## src/rtl/buf_rd_arbiter_if.sv

```systemverilog
// rtl/buf_rd_arbiter_if.sv - requester and ultrasonic-buffer signals of the read arbiter
interface buf_rd_arbiter_if #(
  parameter int NUM_REQ = 3,
  parameter int DATA_W  = 25
);
  localparam int ID_W = (NUM_REQ > 1) ? $clog2(NUM_REQ) : 1;

  logic [NUM_REQ-1:0] req;
  logic [NUM_REQ-1:0] ack;
  logic [NUM_REQ-1:0] err;
  logic [DATA_W-1:0]  rd_data;
  logic [ID_W-1:0]    grant_id;
  logic               busy;
  logic               buf_read_request;
  logic               buf_data_valid;
  logic [DATA_W-1:0]  buf_data_in;
  logic [15:0]        timeout_cnt;

  modport master (
    input  req, buf_data_valid, buf_data_in,
    output ack, err, rd_data, grant_id, busy, buf_read_request, timeout_cnt
  );

  modport slave (
    output req, buf_data_valid, buf_data_in,
    input  ack, err, rd_data, grant_id, busy, buf_read_request, timeout_cnt
  );
endinterface

```

## src/rtl/buf_rd_arbiter.sv

```systemverilog
// rtl/buf_rd_arbiter.sv - round-robin arbiter sharing one ultrasonic buffer read port
module buf_rd_arbiter #(
  parameter int NUM_REQ = 3,
  parameter int DATA_W  = 25,
  parameter int TIMEOUT = 16,
  parameter int GAP     = 2
) (
  input  logic              aclk,
  input  logic              aresetn,
  buf_rd_arbiter_if.master  bus
);
  localparam int ID_W = (NUM_REQ > 1) ? $clog2(NUM_REQ) : 1;
  localparam int CMAX = (TIMEOUT > GAP) ? TIMEOUT : GAP;
  localparam int CW   = $clog2(CMAX + 1);
  localparam logic [NUM_REQ-1:0] ONE_HOT0 = {{(NUM_REQ-1){1'b0}}, 1'b1};

  typedef enum logic [1:0] {ST_IDLE, ST_REQ, ST_GAP} state_t;

  state_t             state, state_n;
  logic [CW-1:0]      cnt, cnt_n;
  logic [NUM_REQ-1:0] ack_q, ack_n;
  logic [NUM_REQ-1:0] err_q, err_n;
  logic [DATA_W-1:0]  rd_q, rd_n;
  logic [ID_W-1:0]    gid_q, gid_n;
  logic [ID_W-1:0]    last_q, last_n;
  logic               brr_q, brr_n;
  logic               busy_q, busy_n;
  logic [15:0]        tcnt_q, tcnt_n;
  logic               prev_valid;
  logic               rise;
  logic [ID_W-1:0]    winner;

  // First set request strictly after the last grant, wrapping around.
  function automatic logic [ID_W-1:0] rr_pick(input logic [NUM_REQ-1:0] r,
                                               input logic [ID_W-1:0] last);
    logic [ID_W-1:0] pick;
    logic [ID_W-1:0] idx;
    logic            found;
    int              c;
    pick  = last;
    found = 1'b0;
    for (int i = 1; i <= NUM_REQ; i++) begin
      c   = (int'(last) + i) % NUM_REQ;
      idx = c[ID_W-1:0];
      if (!found && r[idx]) begin
        pick  = idx;
        found = 1'b1;
      end
    end
    return pick;
  endfunction

  assign winner = rr_pick(bus.req, last_q);
  assign rise   = bus.buf_data_valid & ~prev_valid;

  always_comb begin
    state_n = state;
    cnt_n   = cnt;
    ack_n   = '0;
    err_n   = '0;
    rd_n    = rd_q;
    gid_n   = gid_q;
    last_n  = last_q;
    brr_n   = brr_q;
    tcnt_n  = tcnt_q;
    case (state)
      ST_IDLE: begin
        if (|bus.req) begin
          state_n = ST_REQ;
          brr_n   = 1'b1;
          gid_n   = winner;
          cnt_n   = '0;
        end
      end
      ST_REQ: begin
        // A rising edge on the last wait cycle still counts as data.
        if (rise) begin
          rd_n    = bus.buf_data_in;
          ack_n   = ONE_HOT0 << gid_q;
          brr_n   = 1'b0;
          last_n  = gid_q;
          cnt_n   = '0;
          state_n = ST_GAP;
        end else if (cnt == CW'(TIMEOUT - 1)) begin
          err_n   = ONE_HOT0 << gid_q;
          brr_n   = 1'b0;
          last_n  = gid_q;
          cnt_n   = '0;
          state_n = ST_GAP;
          if (tcnt_q != 16'hFFFF) begin
            tcnt_n = tcnt_q + 16'd1;
          end
        end else begin
          cnt_n = cnt + CW'(1);
        end
      end
      ST_GAP: begin
        if (cnt == CW'(GAP - 1)) begin
          cnt_n   = '0;
          state_n = ST_IDLE;
        end else begin
          cnt_n = cnt + CW'(1);
        end
      end
      default: begin
        state_n = ST_IDLE;
        cnt_n   = '0;
        brr_n   = 1'b0;
      end
    endcase
    busy_n = (state_n != ST_IDLE);
  end

  always_ff @(posedge aclk) begin
    if (!aresetn) begin
      state      <= ST_IDLE;
      cnt        <= '0;
      ack_q      <= '0;
      err_q      <= '0;
      rd_q       <= '0;
      gid_q      <= '0;
      last_q     <= ID_W'(NUM_REQ - 1);
      brr_q      <= 1'b0;
      busy_q     <= 1'b0;
      tcnt_q     <= '0;
      prev_valid <= 1'b0;
    end else begin
      state      <= state_n;
      cnt        <= cnt_n;
      ack_q      <= ack_n;
      err_q      <= err_n;
      rd_q       <= rd_n;
      gid_q      <= gid_n;
      last_q     <= last_n;
      brr_q      <= brr_n;
      busy_q     <= busy_n;
      tcnt_q     <= tcnt_n;
      prev_valid <= bus.buf_data_valid;
    end
  end

  assign bus.ack              = ack_q;
  assign bus.err              = err_q;
  assign bus.rd_data          = rd_q;
  assign bus.grant_id         = gid_q;
  assign bus.busy             = busy_q;
  assign bus.buf_read_request = brr_q;
  assign bus.timeout_cnt      = tcnt_q;
endmodule

```

## src/flat_wrapper.sv

```systemverilog
// flat-port wrapper written by rule: the top's interface ports become plain ports
module buf_rd_arbiter_flat 
#(
  parameter int NUM_REQ = 3,
  parameter int DATA_W  = 25,
  parameter int TIMEOUT = 16,
  parameter int GAP     = 2
)
  (aclk, aresetn, bus_req, bus_buf_data_valid, bus_buf_data_in, bus_ack, bus_err, bus_rd_data, bus_grant_id, bus_busy, bus_buf_read_request, bus_timeout_cnt);
  buf_rd_arbiter_if #(.NUM_REQ(NUM_REQ), .DATA_W(DATA_W)) bus_i ();
  input  logic aclk;
  input  logic aresetn;
  input wire logic [$bits(bus_i.req)-1:0] bus_req;
  input wire logic [$bits(bus_i.buf_data_valid)-1:0] bus_buf_data_valid;
  input wire logic [$bits(bus_i.buf_data_in)-1:0] bus_buf_data_in;
  output wire logic [$bits(bus_i.ack)-1:0] bus_ack;
  output wire logic [$bits(bus_i.err)-1:0] bus_err;
  output wire logic [$bits(bus_i.rd_data)-1:0] bus_rd_data;
  output wire logic [$bits(bus_i.grant_id)-1:0] bus_grant_id;
  output wire logic [$bits(bus_i.busy)-1:0] bus_busy;
  output wire logic [$bits(bus_i.buf_read_request)-1:0] bus_buf_read_request;
  output wire logic [$bits(bus_i.timeout_cnt)-1:0] bus_timeout_cnt;
  assign bus_i.req = bus_req;
  assign bus_i.buf_data_valid = bus_buf_data_valid;
  assign bus_i.buf_data_in = bus_buf_data_in;
  assign bus_ack = bus_i.ack;
  assign bus_err = bus_i.err;
  assign bus_rd_data = bus_i.rd_data;
  assign bus_grant_id = bus_i.grant_id;
  assign bus_busy = bus_i.busy;
  assign bus_buf_read_request = bus_i.buf_read_request;
  assign bus_timeout_cnt = bus_i.timeout_cnt;
  buf_rd_arbiter #(.NUM_REQ(NUM_REQ), .DATA_W(DATA_W), .TIMEOUT(TIMEOUT), .GAP(GAP)) u_core (.aclk(aclk), .aresetn(aresetn), .bus(bus_i));
endmodule
```

## config.mk

```make
export PLATFORM = sky130hd
export DESIGN_NAME = buf_rd_arbiter_flat
export DESIGN_NICKNAME = d
export VERILOG_FILES = /design/src/rtl/buf_rd_arbiter_if.sv /design/src/rtl/buf_rd_arbiter.sv /design/src/flat_wrapper.sv
export SDC_FILE = /design/constraint.sdc
export NUM_CORES = 1
export LEC_CHECK = 0
export CAP_MARGIN = 20
export CORE_MARGIN = 3
export CORE_UTILIZATION = 37
export DETAILED_ROUTE_END_ITERATION = 16
export HOLD_SLACK_MARGIN = 0.1
export PLACE_DENSITY = 0.62
export SKIP_LAST_GASP = 1
export SYNTH_ARGS = -nofsm -noshare
export SYNTH_HDL_FRONTEND = slang
export SYNTH_SLANG_ARGS = --single-unit
```

## constraint.sdc

```tcl
create_clock -name aclk -period 5.1 [get_ports aclk]
set_clock_uncertainty 0.2 [all_clocks]
set_input_delay 1.02 -clock aclk [delete_from_list [all_inputs] [get_ports aclk]]
set_output_delay 1.02 -clock aclk [all_outputs]
set_load 0.05 [all_outputs]
```

; ---- Yosys cells after proc, flatten, opt, wreduce, memory -nomap -nowiden
; Index checks and enable logic that the tools add are counted.
[totals]
ff_bits = 61
[classes]
n_addsub = 5
div_mod_pow = 3
order_cmp = 3
n_eq_ne = 7
n_shift = 1
muxes = 27
n_bitwise = 7
reduce_logical = 15
[ops]
columns = operator, n
row1 = $mod 32x3->32 const B, 3
row2 = $mux 5, 4
row3 = $mux 2, 9
row4 = $add 16x1->16 const B, 1
row5 = $ne 16x16->1 const B, 1
row6 = $pmux 5 s3, 1
row7 = $lt 2x3->1 const B, 3
row8 = $mux 1, 8
row9 = $add 2x2->3 const B, 2
row10 = $bmux 1 s2, 3
row11 = $not 1->1, 6
row12 = $pmux 2 s3, 1
row13 = $reduce_and 2->1, 3
row14 = $reduce_and 3->1, 2
row15 = $add 5x1->5 const B, 1
row16 = $eq 5x1->1 const B, 1
row17 = $eq 5x4->1 const B, 1
row18 = $reduce_and 4->1, 1
row19 = $reduce_bool 2->1, 2
row20 = $reduce_or 4->1, 1
row21 = $add 2x1->3 const B, 1
row22 = $ne 3x1->1 const B, 1
row23 = $pmux 1 s3, 1
row24 = $reduce_or 3->1, 1
row25 = other kinds (8), 10

; ---- Logic depth before layout (Yosys ltp)
[logic_depth]
word_depth = 11
depth_mapped = 8
depth_no_buf = 8

; ---- Worst setup path before layout
; OpenSTA, ideal clock, no wires.
[synth_path]
kind = input-to-reg
start = in bus_buf_data_valid
end = reg u_core.rd_q[10] (netlist: u_core.bus.rd_data[10])
setup_time_ns = 0.076
arrival_ns = 2.170
t_required_ns = 4.824
setup_slack_ns = 2.654
stages = 6
path_buffers = 2
cell_sequence = nor2b_1 -> and2_1 -> clkbuf_1 -> clkbuf_1 -> nand2_1 -> a21boi_0
[synth_between]
elab_chain_cells = 2
[synth_rtl]
columns = element, line
row1 = from (decl), flat_wrapper.sv:14  ; input wire logic [$bits(bus_i.buf_data_valid)-1:0] bus_buf_data_valid;
row2 = $and 1x1->1, buf_rd_arbiter.sv:54  ; assign rise = bus.buf_data_valid & ~prev_valid;
row3 = $reduce_and 2->1 (no source line), -
row4 = to (signal assigned), buf_rd_arbiter.sv:132  ; rd_q <= rd_n;
row5 = to (decl), buf_rd_arbiter.sv:23  ; logic [DATA_W-1:0] rd_q, rd_n;
; Every way passes these cells.
; A chain may end at the register's enable or synchronous reset.

; ---- Final worst setup path
[layout_path]
start = in bus_req[1]
end = reg u_core.cnt[3]
[layout_between]
elab_chain_cells = 2
[layout_rtl]
columns = element, line
row1 = from (decl), flat_wrapper.sv:13  ; input wire logic [$bits(bus_i.req)-1:0] bus_req;
row2 = $reduce_or 3->1, buf_rd_arbiter.sv:68  ; if (|bus.req) begin
row3 = $ne 2x1->1 (no source line), -
row4 = to (signal assigned), buf_rd_arbiter.sv:129  ; cnt <= cnt_n;
row5 = to (decl), buf_rd_arbiter.sv:20  ; logic [CW-1:0] cnt, cnt_n;
; Every way passes these cells.

==> flow_metrics.tcl <==
set metrics [dict create \
    hold_path.class "flip-flop to flip-flop" \
    layout_commonest_cell "clkdlybuf4s50_1" \
    final-hold-violation-count 0 \
    post_cts_hold_buffer_count 0 \
    yosysTopAreaCellShare_pct 42.62 \
    routed_wire_length_per_instance_um 12.86 \
    die_width_um 94 \
    crit_type "input pin to flip-flop" \
    syn_avg_cell_area_um2 8.502 \
    timing.fmax_mhz 339.3 \
    ir_worst_vdd_v 0.0001265 \
    status "finished clean" \
    final_net_count 455 \
    gate_count_post_synth 337 \
    timing.final.setup_violations 0 \
    post_cts_resize_count 0 \
    totalPowerFinal_mw 1.162 \
    via_per_inst 4.857 \
    place_hpwl_um 4710 \
    worst_setup_slack_before_clock_tree_synthesis_ps 1797 \
    num_rows 31 \
    worst_skew_pair.late_latency_ps 330 \
    p_leak_nw 1.450 \
    numPortBuffers 81 \
    hold_end "u_core.bus.rd_data[10]$_SDFFE_PN0P_" \
    dpl_cell_area_um2 3735 \
    finalCriticalPeriod_ps 2948 \
    ant_nets 0 \
    end_kind "flip-flop" \
    cts_made_buffers 9 \
    gp_routability_congestion 0.8441 \
    cts.reportedPaths.clkPinSlew_ps 60 \
    timing.reg2reg.setup_slack_ps 2620 \
    post_synth_num_cell_types 55 \
    yosys_most_used_dff "dfxtp_1" \
    cts_setup_buffers 0 \
    synth_seq_cells 61 \
    floorplan.initialDensity_pct 38.88 \
    synth.yosys.seq_area_share_pct 42.62 \
    fin_worst_hold_slack_ps 260.2 \
    min_period_over_period_pct 57.79 \
    netlist_area_um2 2865 \
    setup_tns_ps 0 \
    cts_htree_levels 3 \
    finish.cell_count_without_fillers 517 \
    utilization_pct 53.28 \
    grt_start_max_net_pins 39 \
    synth_enable_flop_cells 0 \
    tritoncts_clock_tree "built" \
    antenna_cells 0 \
    drt_pass1_iterations 4 \
    timing.max_slew.rel_slack_pct 34.64 \
    area.growth.synth_to_final_pct 37.03 \
    cts_sinks 61 \
    pwr_density_cell_nw_per_um2 296.1 \
    dp.cells 501 \
    wire_length_of_the_first_global_routing_pass_um 10940 \
    timing.final.max_slew_violations 0 \
    vias_in_the_first_global_route 2280 \
    start_kind "input pin" \
    pin_count 82 \
    worst_hold_start "u_core.bus.rd_data[10]$_SDFFE_PN0P_" \
    worstPathArrival_ps 3020 \
    timing.rr.start "u_core.cnt[0]$_SDFFE_PN0P_" \
    postSynthNetCount 379 \
    die_area_um2 8836 \
    groute.usage.overall_pct 15.69 \
    netlist_top_cells_area "dfxtp_1, nand2_1, a21boi_0" \
    drive_gt1_share_pct 6.938 \
    drt_first_iter_violations 114 \
    post-synth-top-area-cell "dfxtp_1" \
    design.core.area_um2 7370 \
    vias 2511 \
    clock_tree.buffer_depth 2 \
    setup_repair_after_global_routing_missed_its_margin "no" \
    die_height_um 94 \
    async_reset_ff_share_pct 0 \
    layout.cells.most_common_list "clkdlybuf4s50_1, nand2_1, dfxtp_1" \
    worst_pin_slew_ps 978.0 \
    hold_path_depth 2 \
    final_instance_area_um2 3926 \
    number_of_antenna_violations_at_the_first_check_in_global_routing 0 \
    postLayoutSetupSlackWorst_ps 2152 \
    synthesis.yosys.warnings 0 \
    ctsRootBufferMaster "clkbuf_8" \
    remaining_drc_errors 0 \
    cp_max_fo 12 \
    rr_endpoint "u_core.bus.timeout_cnt[5]$_SDFFE_PN0P_" \
    required_ps 5180 \
    drv.max_cap_violation_count 0 \
    detail_route.wirelength_um 6651 \
    reg2regPathDepth 8 \
    grt_overflow 0 \
]
-- cell usage after synthesis, types with 2 or more instances --
| cell | number |
|---|---|
| dfxtp_1 | 61 |
| nor4_1 | 3 |
| a21oi_1 | 6 |
| o31ai_1 | 2 |
| nor2_1 | 11 |
| nor2b_1 | 4 |
| nand2b_1 | 3 |
| xnor2_1 | 7 |
| ha_1 | 11 |
| o21ai_0 | 9 |
| nor3_1 | 8 |
| nand4_1 | 7 |
| o21ai_2 | 2 |
| nand2_1 | 71 |
| and2_1 | 16 |
| mux2i_1 | 3 |
| and3_1 | 5 |
| nand3_1 | 12 |
| a31oi_1 | 2 |
| a21boi_0 | 28 |
| or3_1 | 2 |
| nand3b_1 | 3 |
| inv_1 | 13 |
| xor2_1 | 3 |
| clkbuf_1 | 15 |
-- worst max-delay path by stage --
stage                       startpoint                             endpoint  slack, ps  cells after the start
floorplan           bus_buf_data_valid  u_core.bus.rd_data[10]$_SDFFE_PN0P_       2650                      6
global placement    bus_buf_data_valid   u_core.bus.rd_data[8]$_SDFFE_PN0P_       1880                      5
detailed placement  bus_buf_data_valid   u_core.bus.rd_data[6]$_SDFFE_PN0P_       1800                      5
CTS                 bus_buf_data_valid   u_core.bus.rd_data[6]$_SDFFE_PN0P_       2150                      5
global route        bus_buf_data_valid   u_core.bus.rd_data[3]$_SDFFE_PN0P_       1910                      5
finish                      bus_req[1]           u_core.cnt[3]$_SDFFE_PN0P_       2150                      6
-- logic make-up after synthesis --
group	after synthesis	synth area share, %
flops	61	42.62
simple gates	156	27.56
mux	4	1.441
buf+inv	30	4.236
compound gates	65	16.29
xor+xnor	10	3.057
fa+ha+maj	11	4.803
-- state kept, by name, summed over array words and instances, names as in the netlist --
name and count:
u_core.bus.grant_id 2, u_core.bus.buf_read_request 1, u_core.cnt 5, u_core.bus.ack 3, u_core.bus.busy 1, u_core.bus.err 3
u_core.state 2, u_core.prev_valid 1, u_core.bus.rd_data 25, u_core.bus.timeout_cnt 16, u_core.last_q 2
-- area by class of cell --
| cell class | instances | area (µm²) |
|---|---|---|
| multi-input combinational | 246 | 1523 |
| clock inverter | 5 | 50.05 |
| inverter | 13 | 48.80 |
| clock buffer | 11 | 141.4 |
| tap | 99 | 123.9 |
| sequential | 61 | 1221 |
| fill | 702 | 3443 |
| timing repair buffer | 82 | 818.3 |
-- power breakdown --
group | internal, mW | total (mW) | switching, mW
Combinational | 0.0875 | 0.231 | 0.143
Clock | 0.236 | 0.420 | 0.184
Sequential | 0.499 | 0.512 | 0.0129
Total | 0.822 | 1.16 | 0.340
-- metal layers --
layer / GRT usage, % / routed length, µm / up-vias
met2: 26.55 / 3384 / 36
li1: - / - / 1308
met4: 5.776 / 90 / 0
met3: 4.247 / 207 / 8
met1: 18.96 / 2967 / 1159
met5: 0 / 0 / -
-- worst max-delay path, stage by stage --
cell and delay [ps]:
clkdlybuf4s50_1 630, nor3_1 120, and2_1 300, or4b_2 680
a21oi_1 170, a31o_2 110
(Power assumes the default switching activity.)
